$ cat src/rtl/pc_fetch_controller_rv32i.sv
// pc_fetch_controller_rv32i
//   Owns the RV32I program counter and runs the instruction-fetch handshake.
//   One fetch is in flight at a time. A request is raised in REQ. The returned
//   word is held in HOLD until decode takes it. Redirects (branch, jump or
//   trap) replace the PC. A misaligned redirect parks the block in ERR until
//   an aligned redirect arrives.
//
// Ports
//   clock, reset          rising-edge clock, synchronous active-high reset
//   imem_req/addr         fetch request and address (the current PC)
//   imem_ack/rdata        same-cycle memory response
//   instr_valid/instr/pc  held instruction presented to decode
//   instr_ready           decode accept
//   redirect_valid/target PC load from branch/jump/trap resolution
//   misalign_err/addr     stalled on a misaligned redirect, with the bad target
//   fetch_count           accepted-instruction counter, wraps at 2^32
module pc_fetch_controller_rv32i #(
   parameter logic [31:0] RESET_VECTOR = 32'h0000_0000
) (
   input  logic        clock,
   input  logic        reset,
   output logic        imem_req,
   output logic [31:0] imem_addr,
   input  logic        imem_ack,
   input  logic [31:0] imem_rdata,
   output logic        instr_valid,
   output logic [31:0] instr,
   output logic [31:0] instr_pc,
   input  logic        instr_ready,
   input  logic        redirect_valid,
   input  logic [31:0] redirect_target,
   output logic        misalign_err,
   output logic [31:0] misalign_addr,
   output logic [31:0] fetch_count
);

   localparam logic [1:0] S_BOOT = 2'd0;
   localparam logic [1:0] S_REQ  = 2'd1;
   localparam logic [1:0] S_HOLD = 2'd2;
   localparam logic [1:0] S_ERR  = 2'd3;

   logic [1:0]  state;
   logic [31:0] pc;
   logic        redir_bad;
   logic        accept;

   assign redir_bad = redirect_valid && (redirect_target[1:0] != 2'b00);
   // A handshake in HOLD counts even when a redirect flushes on the same edge.
   assign accept    = (state == S_HOLD) && instr_ready;

   // The PC only ever loads aligned values, so it drives the address directly.
   assign imem_req     = (state == S_REQ);
   assign imem_addr    = pc;
   assign instr_valid  = (state == S_HOLD);
   assign misalign_err = (state == S_ERR);

   always_ff @(posedge clock) begin
      if (reset) begin
         state         <= S_BOOT;
         pc            <= {RESET_VECTOR[31:2], 2'b00};
         instr         <= 32'h0;
         instr_pc      <= 32'h0;
         misalign_addr <= 32'h0;
         fetch_count   <= 32'h0;
      end else begin
         if (accept)
            fetch_count <= fetch_count + 32'd1;
         case (state)
            S_BOOT: state <= S_REQ;
            S_REQ: begin
               // A redirect discards any same-cycle ack, because that data is wrong-path.
               if (redir_bad) begin
                  misalign_addr <= redirect_target;
                  state         <= S_ERR;
               end else if (redirect_valid) begin
                  pc <= redirect_target;
               end else if (imem_ack) begin
                  instr    <= imem_rdata;
                  instr_pc <= pc;
                  state    <= S_HOLD;
               end
            end
            S_HOLD: begin
               if (redir_bad) begin
                  misalign_addr <= redirect_target;
                  state         <= S_ERR;
               end else if (redirect_valid) begin
                  pc    <= redirect_target;
                  state <= S_REQ;
               end else if (instr_ready) begin
                  pc    <= pc + 32'd4;
                  state <= S_REQ;
               end
            end
            S_ERR: begin
               if (redir_bad) begin
                  misalign_addr <= redirect_target;
               end else if (redirect_valid) begin
                  pc    <= redirect_target;
                  state <= S_REQ;
               end
            end
            default: state <= S_BOOT;
         endcase
      end
   end

endmodule

$ cat config.mk
export PLATFORM = sky130hd
export DESIGN_NAME = pc_fetch_controller_rv32i
export DESIGN_NICKNAME = d
export VERILOG_FILES = /design/src/rtl/pc_fetch_controller_rv32i.sv
export SDC_FILE = /design/constraint.sdc
export NUM_CORES = 1
export LEC_CHECK = 0
export ABC_CLOCK_PERIOD_IN_PS = 4660
export CAP_MARGIN = 0
export CELL_PAD_IN_SITES_DETAIL_PLACEMENT = 1
export CELL_PAD_IN_SITES_GLOBAL_PLACEMENT = 2
export CORE_ASPECT_RATIO = 1.25
export CORE_UTILIZATION = 27
export DETAILED_ROUTE_END_ITERATION = 10
export GPL_ROUTABILITY_DRIVEN = 0
export PLACE_DENSITY = 0.91
export SLEW_MARGIN = 30
export SYNTH_ARGS = -nofsm -noshare
export SYNTH_HDL_FRONTEND = slang
export SYNTH_SLANG_ARGS = --single-unit
$ cat constraint.sdc
create_clock -name clock -period 4.66 [get_ports clock]
set_input_delay 0.466 -clock clock [delete_from_list [all_inputs] [get_ports clock]]
set_output_delay 0.466 -clock clock [all_outputs]
set_load 0.005 [all_outputs]
# --- After elaboration in Yosys (flattened, before gate mapping) ---
# Cells that the tools add are included.
op_classes:
  addsub: 2
  eq_ne: 12
  mux: 15
  bitwise: 2
  reduce_logical: 11
op_table:
  columns: ["cell", "n"]
  rows:
  - ["32-bit 2-to-1 mux", 5]
  - ["32-bit one-hot mux with 2 select lines", 1]
  - ["32-bit by 1-bit adder with 32-bit output, second input constant", 1]
  - ["32-bit by 3-bit adder with 32-bit output, second input constant", 1]
  - ["2-bit 2-to-1 mux", 8]
  - ["5-bit AND reduction", 2]
  - ["2-bit != test, second input constant", 4]
  - ["2-bit one-hot mux with 4 select lines", 1]
  - ["3-bit by 1-bit != test with 1-bit output, second input constant", 2]
  - ["2-bit == test, second input constant", 2]
  - ["4-bit by 1-bit != test with 1-bit output, second input constant", 1]
  - ["4-bit AND reduction", 1]
  - ["2-bit nonzero test", 2]
  - ["3-bit by 2-bit != test with 1-bit output, second input constant", 1]
  - ["3-bit OR reduction", 1]
  - ["2-bit by 1-bit == test with 1-bit output, second input constant", 1]
  - ["1-bit logical AND", 2]
  - ["2-bit logical NOT", 1]
  - ["2-bit by 1-bit != test with 1-bit output, second input constant", 1]
  - ["1-bit inverter", 2]
  - ["2-bit AND reduction", 1]
  - ["2-bit OR reduction", 1]
totals:
  reg_bits: 162
  inputBits: 69
  out_inout_bits: 163
  word_cells: 48

# --- Longest topological paths before layout ---
logic_depth:
  word_depth: 5
  ltp_mapped: 10
  mapped_depth_nobuf: 7

# --- Worst setup path before layout ---
# No wires, ideal clock.
synth_path:
  path_type: "register to register"
  start: "register state[1]"
  end: "register pc[21] (netlist: imem_addr[21])"
  setup_time_ns: 0.070
  arrival_time_ns: 2.021
  t_required_ns: 4.590
  slack_ns: 2.569
  path_stages_with_launch: 9
  n_path_buf: 2
  period_less_slack_ns: 2.091
  cell_sequence: "dfxtp_1 inv_1 ha_1 buf_2 or3_1 clkbuf_1 or4_1 a21o_1 a21oi_1"
synth_via:
  elab_chain_cells: 4
  elab_cells_between_ends: 11
  classes_between: "eq/ne: 7; mux: 1; reduce/logical: 3"
synth_lines:
  columns: ["item", "line_no", "rtl"]
  rows:
  - ["start, declared", "42", "logic [1:0] state;"]
  - ["start signal, assigned", "59", "state <= S_BOOT;"]
  - ["start signal, assigned", "69", "S_BOOT: state <= S_REQ;"]
  - ["start signal, assigned", "74", "state <= S_ERR;"]
  - ["2-bit by 1-bit == test with 1-bit output (*)", null, null]
  - ["via imem_req", "22", "output logic imem_req,"]
  - ["2-bit OR reduction (no source line) (*)", null, null]
  - ["2-bit != test (no source line), or another cell as far along", null, null]
  - ["5-bit AND reduction (no source line)", null, null]
  - ["end signal, assigned", "60", "pc <= {RESET_VECTOR[31:2], 2'b00};"]
  - ["end signal, assigned", "76", "pc <= redirect_target;"]
  - ["end signal, assigned", "88", "pc <= redirect_target;"]
  - ["end, declared", "43", "logic [31:0] pc;"]
# Mark *: on every way through the listed nets, which the timed path passes. The rest lies on a longest branch.
# A chain may end at the register's enable or synchronous reset.

# --- Worst setup path after layout ---
layout_path:
  start: "input redirect_valid"
  end: "register pc[20] (netlist: imem_addr[20])"
layout_via:
  elab_chain_cells: 3
  elab_cells_between_ends: 9
  classes_between: "eq/ne: 4; mux: 3; reduce/logical: 2"
layout_lines:
  columns: ["item", "line_no", "rtl"]
  rows:
  - ["start, declared", "30", "input logic redirect_valid,"]
  - ["32-bit 2-to-1 mux / 1-bit logical AND (equally long branches)", "87, 47", null]
  - ["32-bit 2-to-1 mux / 2-bit != test (equally long branches)", null, null]
  - ["32-bit one-hot mux with 2 select lines / 5-bit AND reduction (equally long branches)", null, null]
  - ["end signal, assigned", "76", null]
  - ["end signal, assigned", "88", null]
  - ["end signal, assigned", "91", "pc <= pc + 32'd4;"]
# Several ways; a longest one is shown, not always the timed one. The select of a mux whose other input is x is not followed.

==> flow_metrics.env <==
export IMPL_initial_core_util_pct=27.7
export IMPL_cts_buffer_depth=2
export IMPL_synth_area_top_cells="dfxtp_1 46%, nand2_1 13%, a21oi_1 9.0%"
export IMPL_ir_worst_vdd_mv=0.228
export IMPL_antenna_found_initial=1
export IMPL_rows=65
export IMPL_synth_flop_cell="dfxtp_1"
export IMPL_worst_slew_pin_slew_ps=937
export IMPL_seqCellArea_mm2=0.00324
export IMPL_synthAdderAreaFrac_pct=1.07
export IMPL_die_w_um=146
export IMPL_cp_end_kind="flop"
export IMPL_fin_tns_setup_ps=0
export IMPL_dr_pass1_iters=4
export IMPL_slew_headroom_pct=37.3
export IMPL_clk_pin_slew_ps=60
export IMPL_grt_max_degree=109
export IMPL_synth_area_mux_share_pct=0.586
export IMPL_pwr_share_comb_pct=25.5
export IMPL_yosysMostFrequentCell="nand2_1"
export IMPL_io_buffers=231
export IMPL_synth_edff_count=0
export IMPL_cts_buffers=17
export IMPL_netlist_top_cells_count="244 x nand2_1, 162 x dfxtp_1, 126 x a21oi_1"
export IMPL_die_height_um=183
export IMPL_coreArea_mm2=0.0255
export IMPL_synth_largest_area_cell="dfxtp_1"
export IMPL_rr_endpoint="imem_addr[20]"
export IMPL_rsz0062_at_grt="no"
export IMPL_holdCritStartpoint="instr_pc[16]"
export IMPL_multi_input_area_mm2=0.00349
export IMPL_grt_usage_pct=18.9
export IMPL_crit_arrival_ps=3230
export IMPL_viasPerCell=4.90
export IMPL_wl_per_cell_um=17.5
export IMPL_grt_ovfl_total=0
export IMPL_synth_top_family_by_area="simple AND/OR/NAND/NOR gates"
export IMPL_critPathSlowestCell="a2111oi_4"
export IMPL_hpwlAfterDp_um=17700
export IMPL_drt_total_wl_um=25300
export IMPL_fin_crit_ps=2920
export IMPL_start_kind="input pin"
export IMPL_hold_end="instr_pc[16]"
export IMPL_post_route_period_util_pct=62.6
export IMPL_swShare_pct=32.1
export IMPL_total_leakage_power_uw=0.00331
export IMPL_synth_seq_cells=162
export IMPL_cp_max_fo=29
export IMPL_rr_worst_depth=6
export IMPL_htree_levels=4
export IMPL_yosys_cell_types_count=61
export IMPL_clock_root_buffer="clkbuf_16"
export IMPL_synth_cells=906
export IMPL_clk_insertion_delay_late_ps=430
export IMPL_whs_ps=454
export IMPL_min_path_cells=2
export IMPL_die_area_mm2=0.0267
export IMPL_path_cells="clkdlybuf4s50_1, nand2b_4, a2111oi_4, or2_2, o211ai_1, a221oi_1"
export IMPL_syn_nets=981
export IMPL_ys_seq_area_share_pct=46.0
export IMPL_cts_sinks=162
export IMPL_setup_violations_final=0
export IMPL_synth_xor_area_share_pct=3.23
export IMPL_ctsResizeCount=0
export IMPL_grt_pass1_wl_um=39500
export IMPL_detail_route_antenna_nets=0
export IMPL_cts_tree="yes"
export IMPL_cts_setup_buffers=0
export IMPL_pwr_share_seq_pct=40.9
export IMPL_maxCapViolations=0
export IMPL_fmax_ghz=0.343
export IMPL_drive_above_1_share_pct=4.85
export IMPL_clkPwrFrac_pct=33.6
export IMPL_finClkSkew_ps=8.83
export IMPL_worst_ep_required_time_ps=4980
export IMPL_final_max_slew_viol_count=0
export IMPL_power_switching_uw=1350
export IMPL_holdBufCountCts=0
export IMPL_hold_viol_final=0
export IMPL_grt_pass1_vias=7200
export IMPL_hp_class="reg2reg"
export IMPL_async_reset_ff_share_pct=0
export IMPL_status="finished clean"
export IMPL_fin_total_pwr_uw=4200
export IMPL_yosys_area_share_simple_pct=26.7
export IMPL_nFillCells=3040
export IMPL_synth_compound_area_share_pct=17.7
export IMPL_ys_warnings_count=0
export IMPL_p_int_uw=2850
export IMPL_num_vias=7100
export IMPL_r2r_slack_ps=1830
export IMPL_syn_area_mm2=0.00704
export IMPL_r2r_start="state[1]"
export IMPL_layout_nets=1175
export IMPL_drc=0
export IMPL_drt_initial_drc_count=287
export IMPL_pin_count=232
export IMPL_syn_area_per_cell_um2=7.77
export IMPL_syn_to_final_growth_pct=44.7
export IMPL_synthDominantCellAreaShare_pct=46.0
export IMPL_p_per_area_mw_per_mm2=412
export IMPL_critPathKind="in2reg"
export IMPL_slowest_delay_ps=740
## layout make-up
class / count / share of cell area (%)
multi-input combinational: 663 / 34.2
sequential: 162 / 31.8
timing repair buffer: 240 / 23.5
clock buffer: 23 / 4.69
tap: 335 / 4.11
clock inverter: 9 / 1.03
inverter: 16 / 0.589
antenna: 1 / 0.0246
## flip-flops by register name, summed over array words and instances (netlist names)
register,flops
fetch_count,32
imem_addr,32
instr,32
instr_pc,32
misalign_addr,32
state,2
## worst max-delay path by stage
stage	start	end	cells past startpoint
6_report	redirect_valid	imem_addr[20]	6
5_1_grt	redirect_valid	imem_addr[20]	6
4_1_cts	redirect_valid	imem_addr[20]	6
3_5_place_dp	redirect_valid	imem_addr[20]	6
3_3_place_gp	redirect_valid	imem_addr[22]	6
2_1_floorplan	state[1]	imem_addr[21]	8
## layout by cell type, fill, tap and decap left out, types with 3 or more instances in the layout
| cell | Yosys | final |
|---|---|---|
| a211oi_1 | 5 | 5 |
| a21o_1 | 3 | 3 |
| a21oi_1 | 126 | 126 |
| a31oi_1 | 13 | 13 |
| and2_1 | 7 | 7 |
| and3_1 | 9 | 9 |
| and4_1 | 9 | 9 |
| buf_4 | 1 | 8 |
| clkbuf_1 | 55 | 3 |
| clkbuf_16 | 0 | 17 |
| clkbuf_8 | 0 | 3 |
| clkdlybuf4s50_1 | 0 | 230 |
| clkinv_2 | 0 | 3 |
| clkinvlp_4 | 0 | 4 |
| dfxtp_1 | 162 | 162 |
| ha_1 | 6 | 6 |
| inv_1 | 16 | 16 |
| mux2i_1 | 3 | 3 |
| nand2_1 | 244 | 244 |
| nand3_1 | 30 | 30 |
| nand4_1 | 15 | 15 |
| nor2_1 | 48 | 47 |
| nor3_1 | 12 | 12 |
| nor3b_1 | 6 | 6 |
| nor4_1 | 10 | 10 |
| o211ai_1 | 4 | 4 |
| o21a_1 | 4 | 4 |
| o21ai_0 | 23 | 23 |
| o22ai_1 | 5 | 5 |
| o31ai_1 | 6 | 6 |
| o41ai_1 | 3 | 3 |
| or3_1 | 8 | 7 |
| or4_1 | 5 | 5 |
| xnor2_1 | 20 | 20 |
| xor2_1 | 6 | 6 |
## logic make-up after synthesis
logic type / after synthesis
XOR/XNOR: 26
AO/OA/AOI/OAI: 212
multiplexers: 4
AND/OR/NAND/NOR: 415
buffers and inverters: 81
flip-flops: 162
adder cells (fa/ha/maj): 6
## worst max-delay path: cells and delay by family
family / cells / cell delay (ps)
AOI/OAI and AO/OA: 3 / 1270
and+or+nand+nor: 2 / 890
buffers and inverters: 1 / 590
## through the flow
step | utilization [%] | instance area (um2) | worst slack (ps) | instances
2_1_floorplan | - | 7040 | 2570 | 906
3_3_place_gp | 37.6 | 9580 | 1470 | 1415
3_5_place_dp | 37.7 | 9580 | 1290 | 1415
4_1_cts | 39.9 | 10200 | 1740 | 1447
5_1_grt | 40.0 | 10200 | 1640 | 1449
6_report | 40.0 | 10200 | 1740 | 1449
## layer usage
metal | GRT usage, % | share of wire (%) | vias to the layer above
li1 | - | - | 3504
met1 | 22.9 | 45 | 3385
met2 | 32.6 | 49 | 183
met3 | 3.85 | 4.1 | 28
met4 | 7.46 | 2.0 | 0
met5 | 0 | 0 | -
## power by group through the flow
stage	combinational, uW	clock, uW	sequential (uW)
after floorplan	577	0	1680
after global placement	1050	0	1750
after detailed placement	1070	0	1750
after CTS	1070	1460	1720
after global routing	1170	1520	1740
final	1070	1410	1720
Note: power is estimated with default switching activity, not from simulation.
